<file path="src/rtl/demux_scheduler.sv">
// demux_scheduler: round-robin arbiter that drives the sel/enable controls of a
// 1-to-4 demux, holds each grant for at most HOLD cycles and inserts a single
// dead cycle between grants.
//
// Ports:
//   clk     in   system clock, all state changes on rising edge
//   reset   in   synchronous active-high reset
//   req     in   [3:0] request lines, req[i] asks for demux output i
//   sel     out  [1:0] demux select, index of current/last grant
//   enable  out  demux enable, high only while a grant is active
//   grant   out  [3:0] one-hot grant, grant[i] = enable && sel == i
//   busy    out  high whenever the scheduler is not idle
module demux_scheduler #(
  parameter int unsigned HOLD = 4
) (
  input  logic       clk,
  input  logic       reset,
  input  logic [3:0] req,
  output logic [1:0] sel,
  output logic       enable,
  output logic [3:0] grant,
  output logic       busy
);

  localparam int unsigned NREQ  = 4;
  localparam int unsigned IDX_W = 2;
  localparam int unsigned CNT_W = 8;

  typedef enum logic [1:0] {
    IDLE  = 2'd0,
    GRANT = 2'd1,
    GAP   = 2'd2
  } state_t;

  state_t             state;
  logic [IDX_W-1:0]   last;
  logic [CNT_W-1:0]   cnt;

  logic               arb_found_c;
  logic [IDX_W-1:0]   arb_win_c;

  // Round-robin search starting just after the most recent grant.
  always_comb begin
    logic [IDX_W-1:0] idx;
    arb_found_c = 1'b0;
    arb_win_c   = '0;
    idx         = '0;
    for (int k = 1; k <= int'(NREQ); k++) begin
      idx = last + IDX_W'(k);
      if (!arb_found_c && req[idx]) begin
        arb_found_c = 1'b1;
        arb_win_c   = idx;
      end
    end
  end

  // Scheduler state machine; every output is a register.
  always_ff @(posedge clk) begin
    if (reset) begin
      state  <= IDLE;
      sel    <= '0;
      enable <= 1'b0;
      grant  <= '0;
      busy   <= 1'b0;
      last   <= 2'b11;
      cnt    <= '0;
    end else begin
      case (state)
        IDLE, GAP: begin
          if (arb_found_c) begin
            state  <= GRANT;
            sel    <= arb_win_c;
            enable <= 1'b1;
            grant  <= 4'b0001 << arb_win_c;
            busy   <= 1'b1;
            last   <= arb_win_c;
            cnt    <= CNT_W'(HOLD - 1);
          end else begin
            state  <= IDLE;
            enable <= 1'b0;
            grant  <= '0;
            busy   <= 1'b0;
          end
        end
        GRANT: begin
          // Holder dropping its request wins over count expiry; both end in GAP.
          if (!req[sel] || cnt == '0) begin
            state  <= GAP;
            enable <= 1'b0;
            grant  <= '0;
            busy   <= 1'b1;
          end else begin
            cnt <= cnt - CNT_W'(1);
          end
        end
        default: begin
          state  <= IDLE;
          enable <= 1'b0;
          grant  <= '0;
          busy   <= 1'b0;
        end
      endcase
    end
  end

endmodule

</file>
<file path="config.mk">
export PLATFORM = sky130hd
export DESIGN_NAME = demux_scheduler
export DESIGN_NICKNAME = d
export VERILOG_FILES = /design/src/rtl/demux_scheduler.sv
export SDC_FILE = /design/constraint.sdc
export NUM_CORES = 1
export LEC_CHECK = 0
export CAP_MARGIN = 20
export CORE_MARGIN = 2
export CORE_UTILIZATION = 57
export DETAILED_ROUTE_END_ITERATION = 6
export DONT_BUFFER_PORTS = 1
export HOLD_SLACK_MARGIN = 0.08
export PLACE_DENSITY = 0.69
export SYNTH_ARGS = -nofsm -noshare
export SYNTH_HDL_FRONTEND = slang
export SYNTH_SLANG_ARGS = --single-unit
</file>
<file path="constraint.sdc">
create_clock -name clk -period 2.4 [get_ports clk]
set_input_delay 0.36 -clock clk [delete_from_list [all_inputs] [get_ports clk]]
set_output_delay 0.36 -clock clk [all_outputs]
set_load 0.01 [all_outputs]
</file>
# Word level (Yosys, flattened, before mapping)
# Cells that the tools add are included.
dict set report word_totals {
  ff_bits 20
  output_inout_bits 8
}
dict set report classes {
  n_addsub 4
  magnitude_cmp 5
  n_eq_ne 5
  shift 1
  muxes 32
  reduce_logical 14
}
# cell count
set op_table {}
lappend op_table {{$mux 8} 2}
lappend op_table {{$pmux 8 s2} 1}
lappend op_table {{$lt 2x3->1 const B} 5}
lappend op_table {{$mux 1} 13}
lappend op_table {{$bmux 1 s2} 5}
lappend op_table {{$mux 2} 5}
lappend op_table {{$logic_not 8->1} 1}
lappend op_table {{$mux 4} 2}
lappend op_table {{$pmux 4 s2} 1}
lappend op_table {{$sub 8x1->8 const B} 1}
lappend op_table {{$ne 2x2->1 const B} 3}
lappend op_table {{$add 2x2->2 const B} 2}
lappend op_table {{$logic_not 1->1} 4}
lappend op_table {{$pmux 1 s2} 2}
lappend op_table {{$pmux 2 s2} 1}
lappend op_table {{$shl 1x2->4 const A} 1}
lappend op_table {{$logic_and 1x1->1} 3}
lappend op_table {{$reduce_and 3->1} 1}
lappend op_table {{$add 2x1->2 const B} 1}
lappend op_table {{$eq 2x1->1 const B} 1}
lappend op_table {{$eq 2x2->1 const B} 1}
lappend op_table {{$logic_not 2->1} 1}
lappend op_table {{$reduce_and 2->1} 1}
lappend op_table {{$reduce_bool 2->1} 1}
lappend op_table {{other kinds (2)} 2}

# Longest topological paths before layout
# Gate-level depths: netlist of run 1.
dict set report logic_depth {
  word_depth 16
  mapped_depth 6
  depth_no_buf 6
}

# Least setup slack after synthesis of run 1
# No wires, ideal clock.
dict set report synth_timing {
  path_type {register to register}
  start {register cnt[2]}
  end {register cnt[7]}
  t_arrival_ps 1798
  required_ps 2330
  setup_slack_ps 532
  path_stages_with_launch 5
  synth_period_minus_slack_ps 1868
  path_cell_list {dfxtp_1 or4_4 or4_1 or4_1 a21oi_1}
}
dict set report synth_via {
  elab_chain_cells 4
}
# element line_no
set synth_rtl {}
lappend synth_rtl {{start: declaration} 37} ;# logic [CNT_W-1:0] cnt;
lappend synth_rtl {{start signal: assignment} 77} ;# cnt <= CNT_W'(HOLD - 1);
lappend synth_rtl {{start signal: assignment} 93} ;# cnt <= cnt - CNT_W'(1);
lappend synth_rtl {{branches (longest 4 deep; another with $sub 8x1->8)} --}
# Parallel ways; which one is timed is not known. The select of a mux whose other input is x is not followed.
# A chain may end at the register's enable or synchronous reset.

# Worst setup path after layout of run 1
# Same ends and word-level chain as after synthesis.

==> impl_metrics.env, run 1 <==
export IMPL_gp_routability_congestion=0.9245
export IMPL_number_of_placement_rows=15
export IMPL_achievable_frequency_ghz=0.5165
export IMPL_number_of_cell_instances_on_the_worst_register_to_register_path=4
export IMPL_grt_start_max_net_pins=20
export IMPL_drtPass1Iterations=4
export IMPL_drive_gt1_frac=0.09649
export IMPL_finalCriticalPeriod_ns=1.936
export IMPL_synth_top_area_frac=0.3990
export IMPL_netlist_area_um2=1003
export IMPL_via_per_inst=6.595
export IMPL_synth_area_leaders="sky130_fd_sc_hd__dfxtp_1 40%, sky130_fd_sc_hd__a21oi_1 5.5%, sky130_fd_sc_hd__o32ai_1 3.5%"
export IMPL_startpoint_type="register"
export IMPL_antenna_found_initial=0
export IMPL_drt_wl_total_um=2019
export IMPL_initial_core_util=0.5941
export IMPL_layout_cell_area_non_filler_um2=1035
export IMPL_whs_endpoint="sel[1]"
export IMPL_post_dp_cell_area_um2=998.5
export IMPL_ys_dominant_reg_cell="sky130_fd_sc_hd__dfxtp_1"
export IMPL_run_status="completed"
export IMPL_clk_path_buf_depth=2
export IMPL_setup_tns_final_ns=0
export IMPL_global_route_usage_total=0.2352
export IMPL_cts_buffers_inserted=3
export IMPL_route_vias_total=864
export IMPL_vdd_ir_drop_max_mv=0.3845
export IMPL_first_global_vias=817
export IMPL_slew_viol_final=0
export IMPL_tightest_slew_ns=0.5803
export IMPL_clock_sink_count=20
export IMPL_cp_data_arrival_time_ns=2.18
export IMPL_cp_end_kind="register"
export IMPL_ant_nets=0
export IMPL_path_cells="or4_4 -> or4_1 -> or4_1 -> a21oi_1"
export IMPL_die_height_um=45.96
export IMPL_antennaDiodeCount=0
export IMPL_cts_root_buf="sky130_fd_sc_hd__clkbuf_4"
export IMPL_htreeDepth=1
export IMPL_iter_0_drt_violations=18
export IMPL_cts_tree="done"
export IMPL_cap_violations=0
export IMPL_timing_reg2reg_setup_slack_ns=0.46
export IMPL_synth_seq_cells=20
export IMPL_grt_first_pass_wirelength_um=3608
export IMPL_place_port_buffers=0
export IMPL_hold_path_startpoint="reset"
export IMPL_clk_transition_reported_paths_ns=0.11
export IMPL_worst_skew_pair_late_latency_ns=0.30
export IMPL_synthesized_area_per_cell_um2=8.726
export IMPL_ys_async_sr_fraction=0
export IMPL_die_area_um2=2112
export IMPL_post_cts_resized_instances=0
export IMPL_ys_warn_count=0
export IMPL_critical_path_top_delay_family="simple AND/OR/NAND/NOR gates"
export IMPL_routed_wire_length_per_instance_um=15.41
export IMPL_timing_slew_headroom=0.6096
export IMPL_worst_ep_required_time_ns=2.64
export IMPL_design_portCount=14
export IMPL_cts_repair_timing_setup_buffer_count=0
export IMPL_design_final_nets=123
export IMPL_synth_largest_area_cell="sky130_fd_sc_hd__dfxtp_1"
export IMPL_setup_repair_after_global_routing_missed_its_margin="false"
export IMPL_p_leak_nw=0.3673
export IMPL_worstHoldPathType="input pin to register"
export IMPL_syn2layout_area_growth_pct=3.117
export IMPL_critical_path_peak_fanout=6
export IMPL_worstHoldPathCells=1
export IMPL_syn_num_nets=123
export IMPL_critical_path_slowest_cell="sky130_fd_sc_hd__or4_4"
export IMPL_detail_route_drc_violations=0
export IMPL_crit_path_max_incr_delay_ns=0.57
export IMPL_post_synthesis_instance_total=115
export IMPL_finalSetupViolCount=0
export IMPL_die_w_um=45.96
export IMPL_post_synth_num_cell_types=37
export IMPL_filler_cell_count=154
export IMPL_post_route_clock_skew_ns=0.008010
export IMPL_synth_edf_count=0
export IMPL_fin_crit_sh=0.8068
export IMPL_dpl_hpwl_um=1520
export IMPL_cellPowerDensity_nw_per_um2=700.4
export IMPL_floorplan_core_area_um2=1689
export IMPL_critical_path_n_buffers_inverters=0
export IMPL_critical_path_most_common_cell="sky130_fd_sc_hd__or4_1"
export IMPL_setup_worst_path_class="register to register"
export IMPL_hold_violations=0
export IMPL_ys_seq_area_frac=0.3990
export IMPL_grt_overflow_total=0
export IMPL_crit_reg2reg_capture="cnt[7]"
export IMPL_cts_hold_fix_buffers=0
export IMPL_r2r_start="cnt[2]"
-- Yosys cell counts (2+ instances only) --
cell type                  number
sky130_fd_sc_hd__nand3_1        2
sky130_fd_sc_hd__nor3_1         3
sky130_fd_sc_hd__o21a_1         2
sky130_fd_sc_hd__o31ai_1        2
sky130_fd_sc_hd__a21oi_1       11
sky130_fd_sc_hd__o32ai_1        4
sky130_fd_sc_hd__clkbuf_1       3
sky130_fd_sc_hd__a211oi_1       4
sky130_fd_sc_hd__o211ai_1       2
sky130_fd_sc_hd__nand2b_1       5
sky130_fd_sc_hd__o21ai_0        4
sky130_fd_sc_hd__ha_1           2
sky130_fd_sc_hd__nor2b_1        2
sky130_fd_sc_hd__nor2_1         8
sky130_fd_sc_hd__dfxtp_1       20
sky130_fd_sc_hd__nand4b_1       2
sky130_fd_sc_hd__or4_1          3
sky130_fd_sc_hd__nor4_1         3
sky130_fd_sc_hd__inv_1          6
sky130_fd_sc_hd__buf_4          2
sky130_fd_sc_hd__or3_1          2
sky130_fd_sc_hd__nand2_1        8
-- cells by family (layout without fill, tap and decap cells) --
kind of cell | after synthesis | in the layout | synth area share
AO/OA/AOI/OAI | 37 | 37 | 0.2544
multiplexers | 2 | 2 | 0.03242
buffers and inverters | 11 | 10 | 0.04862
flip-flops | 20 | 20 | 0.3990
AND/OR/NAND/NOR | 43 | 43 | 0.2407
adder cells (fa/ha/maj) | 2 | 2 | 0.02493
-- registers in the layout, summed over array words and instances (netlist names) --
name and count:
state 2, last 2, grant 4, sel 2, enable 1, cnt 8, busy 1
-- routing by layer --
metal,share of wire,wire (µm),track usage,vias up
met4,0.013,27,0.08571,0
met5,0,0,0,-
met1,0.45,911,0.2993,407
met2,0.50,1007,0.3917,15
met3,0.036,72,0.04365,4
li1,-,-,-,438
-- through the flow --
step | total power [mW] | util | setup slack (ns) | std cells | hold slack [ns]
after floorplan | 0.5143 | - | 0.5320 | 115 | 0.4662
after global placement | 0.5357 | 0.5911 | 0.5038 | 127 | 0.4321
after detailed placement | 0.5394 | 0.5911 | 0.4745 | 127 | 0.4340
after CTS | 0.7300 | 0.6126 | 0.4577 | 131 | 0.1048
after global routing | 0.7660 | 0.6126 | 0.3839 | 131 | 0.09334
final | 0.7247 | 0.6126 | 0.4638 | 131 | 0.1150
-- cell type report --
| class | count | area (µm²) | area share |
|---|---|---|---|
| inverters | 6 | 22.52 | 0.02177 |
| multi-input cells | 84 | 554.3 | 0.5357 |
| flip-flops and latches | 20 | 400.4 | 0.3869 |
| well taps | 17 | 21.27 | 0.02056 |
| clock buffers | 4 | 36.28 | 0.03507 |
-- cell usage in the layout (no fill, tap or decap), types with 4 or more instances in the layout --
cell type,count
sky130_fd_sc_hd__o21ai_0,4
sky130_fd_sc_hd__inv_1,6
sky130_fd_sc_hd__a211oi_1,4
sky130_fd_sc_hd__o32ai_1,4
sky130_fd_sc_hd__dfxtp_1,20
sky130_fd_sc_hd__nand2_1,8
sky130_fd_sc_hd__a21oi_1,11
sky130_fd_sc_hd__nand2b_1,5
sky130_fd_sc_hd__nor2_1,8
-- worst max path at each step --
stage,endpoint,slack (ns),startpoint,cells after the start
floorplan,cnt[7],0.53,cnt[2],4
global placement,cnt[7],0.50,cnt[2],4
detailed placement,cnt[7],0.47,cnt[2],4
CTS,cnt[7],0.46,cnt[2],4
global route,cnt[7],0.38,cnt[2],4
finish,cnt[7],0.46,cnt[2],4
-- power by group --
part / leakage [nW] / internal [mW] / switching (mW) / total [mW]
Clock: 0.0210 / 0.0925 / 0.100 / 0.192
Combinational: 0.182 / 0.0597 / 0.0809 / 0.141
Sequential: 0.164 / 0.359 / 0.0329 / 0.392
Total: 0.367 / 0.511 / 0.214 / 0.725
Power figures use the tool's default switching activity.
==> run 2, diff against run 1 <==
==> constraint.sdc (replaced) <==
create_clock -name clk -period 2 [get_ports clk]
set_input_delay 0.3 -clock clk [delete_from_list [all_inputs] [get_ports clk]]
set_output_delay 0.3 -clock clk [all_outputs]
set_load 0.01 [all_outputs]
==> run 2 against run 1 <==
  * Core utilization grew 1.5 points
  * Sequential power grew 20%
  * Cell count grew 2.3%
  * Register-to-register slack lost 0.36 ns
  * Critical path type unchanged
  * Critical endpoint unchanged
  * Clock skew grew 0.011 ns
  * Routed wire length grew 0.94%
  * Setup slack lost 0.36 ns
  * Clock power grew 21%
  * Maximum frequency grew 2.3%
  * Sequential cell count is the same
  * Critical path depth is the same
  * Largest power group unchanged
==> impl_metrics.env, run 2 (synthesized netlist as in run 1, its figures left out) <==
export IMPL_run_status="completed"
export IMPL_grt_most_used_layer="met2"
export IMPL_cellPowerDensity_nw_per_um2=828.8
export IMPL_setup_tns_final_ns=0
export IMPL_top_register="cnt"
export IMPL_route_vias_total=860
export IMPL_first_global_vias=793
export IMPL_ant_nets=0
export IMPL_iter_0_drt_violations=14
export IMPL_number_of_placement_rows=15
export IMPL_p_leak_nw=0.3815
export IMPL_setup_worst_path_class="register to register"
export IMPL_worstHoldPathType="input pin to register"
export IMPL_report_power_total_mw=0.8783
export IMPL_filler_cell_count=156
export IMPL_grt_first_pass_wirelength_um=3505
export IMPL_place_port_buffers=0
export IMPL_whs_endpoint="last[1]"
export IMPL_finalCriticalPeriod_ns=1.893
export IMPL_worst_ep_required_time_ns=2.25
export IMPL_clk_transition_reported_paths_ns=0.12
export IMPL_cts_repair_timing_setup_buffer_count=0
export IMPL_multi_input_area_um2=554.3
export IMPL_holdWs_ns=0.1144
export IMPL_floorplan_core_area_um2=1689
export IMPL_die_w_um=45.96
export IMPL_post_route_clock_skew_ns=0.01869
export IMPL_place_detailed_instances=129
export IMPL_critical_path_peak_fanout=5
export IMPL_die_area_um2=2112
export IMPL_antenna_found_initial=0
export IMPL_syn2layout_area_growth_pct=5.611
export IMPL_antennaDiodeCount=0
export IMPL_finalSetupViolCount=0
export IMPL_tightest_slew_ns=0.5720
export IMPL_r2r_start="cnt[3]"
export IMPL_clk_path_buf_depth=2
export IMPL_grt_start_max_net_pins=15
export IMPL_drtPass1Iterations=4
export IMPL_biggestRegsByFlops="cnt (8), grant (4)"
export IMPL_design_final_nets=126
export IMPL_worst_skew_pair_late_latency_ns=0.30
export IMPL_cts_buffers_inserted=3
export IMPL_dpl_hpwl_um=1487
export IMPL_gp_routability_congestion=0.8655
export IMPL_clock_sink_count=20
export IMPL_achievable_frequency_ghz=0.5284
export IMPL_timing_slew_headroom=0.6151
export IMPL_die_height_um=45.96
export IMPL_number_of_cell_instances_on_the_worst_register_to_register_path=4
export IMPL_hold_violations=0
export IMPL_initial_core_util=0.5941
export IMPL_detail_route_drc_violations=0
export IMPL_layout_commonest_cell="sky130_fd_sc_hd__dfxtp_1"
export IMPL_drive_gt1_frac=0.1111
export IMPL_grtUsageMet3=0.05556
export IMPL_largest_register_ffs=8
export IMPL_via_per_inst=6.418
export IMPL_final_cell_mix="20 x sky130_fd_sc_hd__dfxtp_1, 11 x sky130_fd_sc_hd__a21oi_1, 8 x sky130_fd_sc_hd__nand2_1, 8 x sky130_fd_sc_hd__nor2_1, 6 x sky130_fd_sc_hd__inv_1"
export IMPL_routed_wire_length_per_instance_um=15.21
export IMPL_register_area_um2=400.4
export IMPL_fin_crit_sh=0.9463
export IMPL_crit_reg2reg_capture="cnt[7]"
export IMPL_grt_overflow_total=0
export IMPL_global_route_usage_total=0.2316
export IMPL_vdd_ir_drop_max_mv=0.4880
export IMPL_global_route_usage_met2=0.3778
export IMPL_worstHoldPathCells=2
export IMPL_startpoint_type="register"
export IMPL_cts_tree="done"
export IMPL_cp_data_arrival_time_ns=2.14
export IMPL_layout_cells_non_filler=134
export IMPL_cp_end_kind="register"
export IMPL_use_met1=0.2930
export IMPL_drt_wl_total_um=2038
export IMPL_setup_repair_after_global_routing_missed_its_margin="false"
export IMPL_cap_violations=0
export IMPL_cts_root_buf="sky130_fd_sc_hd__clkbuf_4"
export IMPL_hold_path_startpoint="reset"
export IMPL_htreeDepth=1
export IMPL_design_portCount=14
export IMPL_slew_viol_final=0
export IMPL_timing_reg2reg_setup_slack_ns=0.11
## run 2: power by group
| group | internal (mW) | leakage, nW | switching, mW |
|---|---|---|---|
| Combinational | 0.0763 | 0.196 | 0.0988 |
| Sequential | 0.431 | 0.164 | 0.0396 |
| Clock | 0.111 | 0.0210 | 0.122 |
## run 2: what timing repair did
item / CTS / global route
hold buffers: 1 / 0
endpoints found under the hold margin: 6 / 0
gates resized for setup: 0 / 0
## run 2: per-layer routing
metal	vias to the layer above	part of all wire
li1	443	-
met1	395	0.46
met2	20	0.49
met3	2	0.034
met4	0	0.0074
met5	-	0
## run 2: critical path, cell delays in order, from the launching register on
cell                      delay [ns]
sky130_fd_sc_hd__dfxtp_1        0.35
sky130_fd_sc_hd__or4_4          0.55
sky130_fd_sc_hd__or4_1          0.42
sky130_fd_sc_hd__or4_1          0.40
sky130_fd_sc_hd__a21oi_1        0.14
## run 2: final cells by class
class                   instances  share of cell area
well taps                      17             0.02007
inverters                       6             0.02125
flip-flops and latches         20              0.3778
clock buffers                   4             0.03424
multi-input cells              84              0.5230
repair buffers                  3             0.02361
## run 2: how the worst max path moves through the flow
| stage | from | end | slack, ns | cells past startpoint |
|---|---|---|---|---|
| floorplan | cnt[2] | cnt[7] | 0.13 | 4 |
| global placement | cnt[3] | cnt[7] | 0.13 | 4 |
| detailed placement | cnt[3] | cnt[7] | 0.11 | 4 |
| CTS | cnt[3] | cnt[7] | 0.1 | 4 |
| global route | cnt[3] | cnt[7] | 0.04 | 4 |
| finish | cnt[3] | cnt[7] | 0.11 | 4 |
## run 2: stage by stage
stage / util / area, µm² / setup slack [ns]
4_1_cts: 0.6274 / 1060 / 0.09657
3_3_place_gp: 0.6000 / 1013 / 0.1330
5_1_grt: 0.6274 / 1060 / 0.03845
3_5_place_dp: 0.6000 / 1013 / 0.1069
2_1_floorplan: - / 1003 / 0.1320
6_report: 0.6274 / 1060 / 0.1074
==> run 3, diff against run 2 <==
--- a/config.mk
+++ b/config.mk
@@ -6,12 +6,14 @@
 export NUM_CORES = 1
 export LEC_CHECK = 0
 export CAP_MARGIN = 20
+export CELL_PAD_IN_SITES_DETAIL_PLACEMENT = 1
+export CELL_PAD_IN_SITES_GLOBAL_PLACEMENT = 1
 export CORE_MARGIN = 2
-export CORE_UTILIZATION = 57
+export CORE_UTILIZATION = 45
 export DETAILED_ROUTE_END_ITERATION = 6
 export DONT_BUFFER_PORTS = 1
 export HOLD_SLACK_MARGIN = 0.08
-export PLACE_DENSITY = 0.69
+export PLACE_DENSITY = 0.72
 export SYNTH_ARGS = -nofsm -noshare
 export SYNTH_HDL_FRONTEND = slang
 export SYNTH_SLANG_ARGS = --single-unit
==> run 3 against run 2 <==
  * Final area is 0.94% higher
  * Critical endpoint unchanged
  * Combinational power is 4% higher
  * Largest power group unchanged
  * Hold slack worse by 0.016 ns
  * Via count is 5.5% higher
  * Count of clock-buffer cells in the layout stayed put
  * Power is 1.7% higher
  * Highest routed layer unchanged
==> impl_metrics.env, run 3 (synthesized netlist as in run 1, its figures left out) <==
export IMPL_run_status="completed"
export IMPL_cap_violations=0
export IMPL_grtUsageMet3=0.03216
export IMPL_antennaDiodeCount=0
export IMPL_die_area_um2=2623
export IMPL_timing_reg2reg_setup_slack_ns=0.09
export IMPL_design_portCount=14
export IMPL_initial_core_util=0.4625
export IMPL_finalSetupViolCount=0
export IMPL_htreeDepth=1
export IMPL_cp_data_arrival_time_ns=2.16
export IMPL_worstHoldPathType="input pin to register"
export IMPL_setup_worst_path_class="register to register"
export IMPL_via_per_inst=6.299
export IMPL_design_final_nets=125
export IMPL_r2r_start="cnt[3]"
export IMPL_gp_routability_congestion=0.7924
export IMPL_first_global_vias=861
export IMPL_postLayoutSetupSlackWorst_ns=0.08743
export IMPL_tightest_slew_ns=0.5813
export IMPL_grt_first_pass_wirelength_um=4215
export IMPL_achievable_frequency_ghz=0.5229
export IMPL_die_height_um=51.22
export IMPL_worst_skew_pair_late_latency_ns=0.31
export IMPL_cellPowerDensity_nw_per_um2=835.2
export IMPL_drtPass1Iterations=4
export IMPL_startpoint_type="register"
export IMPL_dpl_hpwl_um=1753
export IMPL_cellInternalPower_mw=0.6163
export IMPL_post_route_clock_skew_ns=0.005284
export IMPL_combPwrFrac=0.203
export IMPL_place_port_buffers=0
export IMPL_preCtsSetupSlack_ns=0.09532
export IMPL_clk_path_buf_depth=2
export IMPL_clk_transition_reported_paths_ns=0.12
export IMPL_biggestRegsByFlops="cnt (8), grant (4)"
export IMPL_die_w_um=51.22
export IMPL_floorplan_core_area_um2=2170
export IMPL_hold_path_startpoint="reset"
export IMPL_whs_endpoint="grant[2]"
export IMPL_layout_commonest_cell="sky130_fd_sc_hd__dfxtp_1"
export IMPL_worst_ep_required_time_ns=2.25
export IMPL_detail_route_drc_violations=0
export IMPL_top_register="cnt"
export IMPL_antenna_found_initial=0
export IMPL_largest_register_ffs=8
export IMPL_number_of_placement_rows=17
export IMPL_cts_tree="done"
export IMPL_hold_violations=0
export IMPL_timing_slew_headroom=0.6089
export IMPL_routed_wire_length_per_instance_um=17.22
export IMPL_crit_reg2reg_capture="cnt[7]"
export IMPL_fin_crit_sh=0.9563
export IMPL_cts_root_buf="sky130_fd_sc_hd__clkbuf_4"
export IMPL_ant_nets=0
export IMPL_global_route_usage_met2=0.3247
export IMPL_grt_overflow_total=0
export IMPL_cp_end_kind="register"
export IMPL_syn2layout_area_growth_pct=6.609
export IMPL_total_switching_power_mw=0.2772
export IMPL_worstHoldPathCells=1
export IMPL_vdd_ir_drop_max_mv=0.4868
export IMPL_cts_buffers_inserted=3
export IMPL_seq_power_share=0.527
export IMPL_slew_viol_final=0
export IMPL_setup_repair_after_global_routing_missed_its_margin="true"
export IMPL_critical_path_peak_fanout=5
export IMPL_route_vias_total=907
export IMPL_p_leak_nw=0.3774
export IMPL_use_met1=0.3100
export IMPL_final_cell_mix="19 x sky130_fd_sc_hd__dfxtp_1, 11 x sky130_fd_sc_hd__a21oi_1, 8 x sky130_fd_sc_hd__nand2_1"
export IMPL_clock_sink_count=20
export IMPL_drive_gt1_frac=0.1207
export IMPL_proportion_of_total_power_due_to_net_switching=0.3102
export IMPL_report_power_total_mw=0.8935
export IMPL_p_clk_frac=0.270
export IMPL_iter_0_drt_violations=14
export IMPL_global_route_usage_total=0.2222
export IMPL_number_of_cell_instances_on_the_worst_register_to_register_path=4
export IMPL_grt_start_max_net_pins=12
export IMPL_drt_wl_total_um=2479
export IMPL_grt_most_used_layer="met2"
export IMPL_finalCriticalPeriod_ns=1.913
==> run 3: through the flow <==
step / util / std cells / area [µm²] / TNS, ns / hold slack, ns
global route: 0.4931 / 144 / 1070 / -0.008488 / 0.09109
detailed placement: 0.4700 / 139 / 1020 / 0 / 0.3750
finish: 0.4931 / 144 / 1070 / 0 / 0.09879
global placement: 0.4700 / 139 / 1020 / 0 / 0.3737
CTS: 0.4913 / 144 / 1066 / 0 / 0.08033
floorplan: - / 115 / 1003 / 0 / 0.4662
==> run 3: worst max-delay path by stage <==
stage	start	end	slack, ns	depth (start not counted)
final	cnt[3]	cnt[7]	0.09	4
after global routing	cnt[3]	cnt[7]	-0.008	4
after CTS	cnt[3]	cnt[7]	0.06	4
after detailed placement	cnt[3]	cnt[7]	0.1	4
after global placement	cnt[3]	cnt[7]	0.14	4
after floorplan	cnt[2]	cnt[7]	0.13	4
==> run 3: power groups by stage <==
stage / combinational, mW / clock (mW) / sequential, mW
floorplan: 0.150 / 0 / 0.467
global placement: 0.170 / 0 / 0.478
detailed placement: 0.173 / 0 / 0.480
CTS: 0.178 / 0.255 / 0.471
global route: 0.204 / 0.269 / 0.476
finish: 0.182 / 0.241 / 0.470
==> run 3: critical path, cell delays in order, from the launching register on <==
cell and delay (ns):
sky130_fd_sc_hd__dfxtp_2 0.36, sky130_fd_sc_hd__or4_4 0.54, sky130_fd_sc_hd__or4_1 0.42, sky130_fd_sc_hd__or4_1 0.41
sky130_fd_sc_hd__a21oi_1 0.13
==> run 3: final cells by class <==
class,count,area [µm²]
Inverter,6,22.52
Fill cell,278,1100
Multi-Input combinational cell,84,556.8
Sequential cell,20,401.6
Tap cell,28,35.03
Timing Repair Buffer,2,17.52
Clock buffer,4,36.28
==> run 3: layer usage <==
metal / wire [µm] / vias up
li1: - / 434
met1: 1221 / 449
met2: 1122 / 19
met3: 73 / 5
met4: 61 / 0
met5: 0 / -
==> run 3: repair_timing <==
item / in CTS / in global routing
hold buffers: 1 / 0
endpoints found under the hold margin: 10 / 0
buffers inserted: 0 / 0
endpoints found under the setup margin: 0 / 2
gates resized for setup: 0 / 2
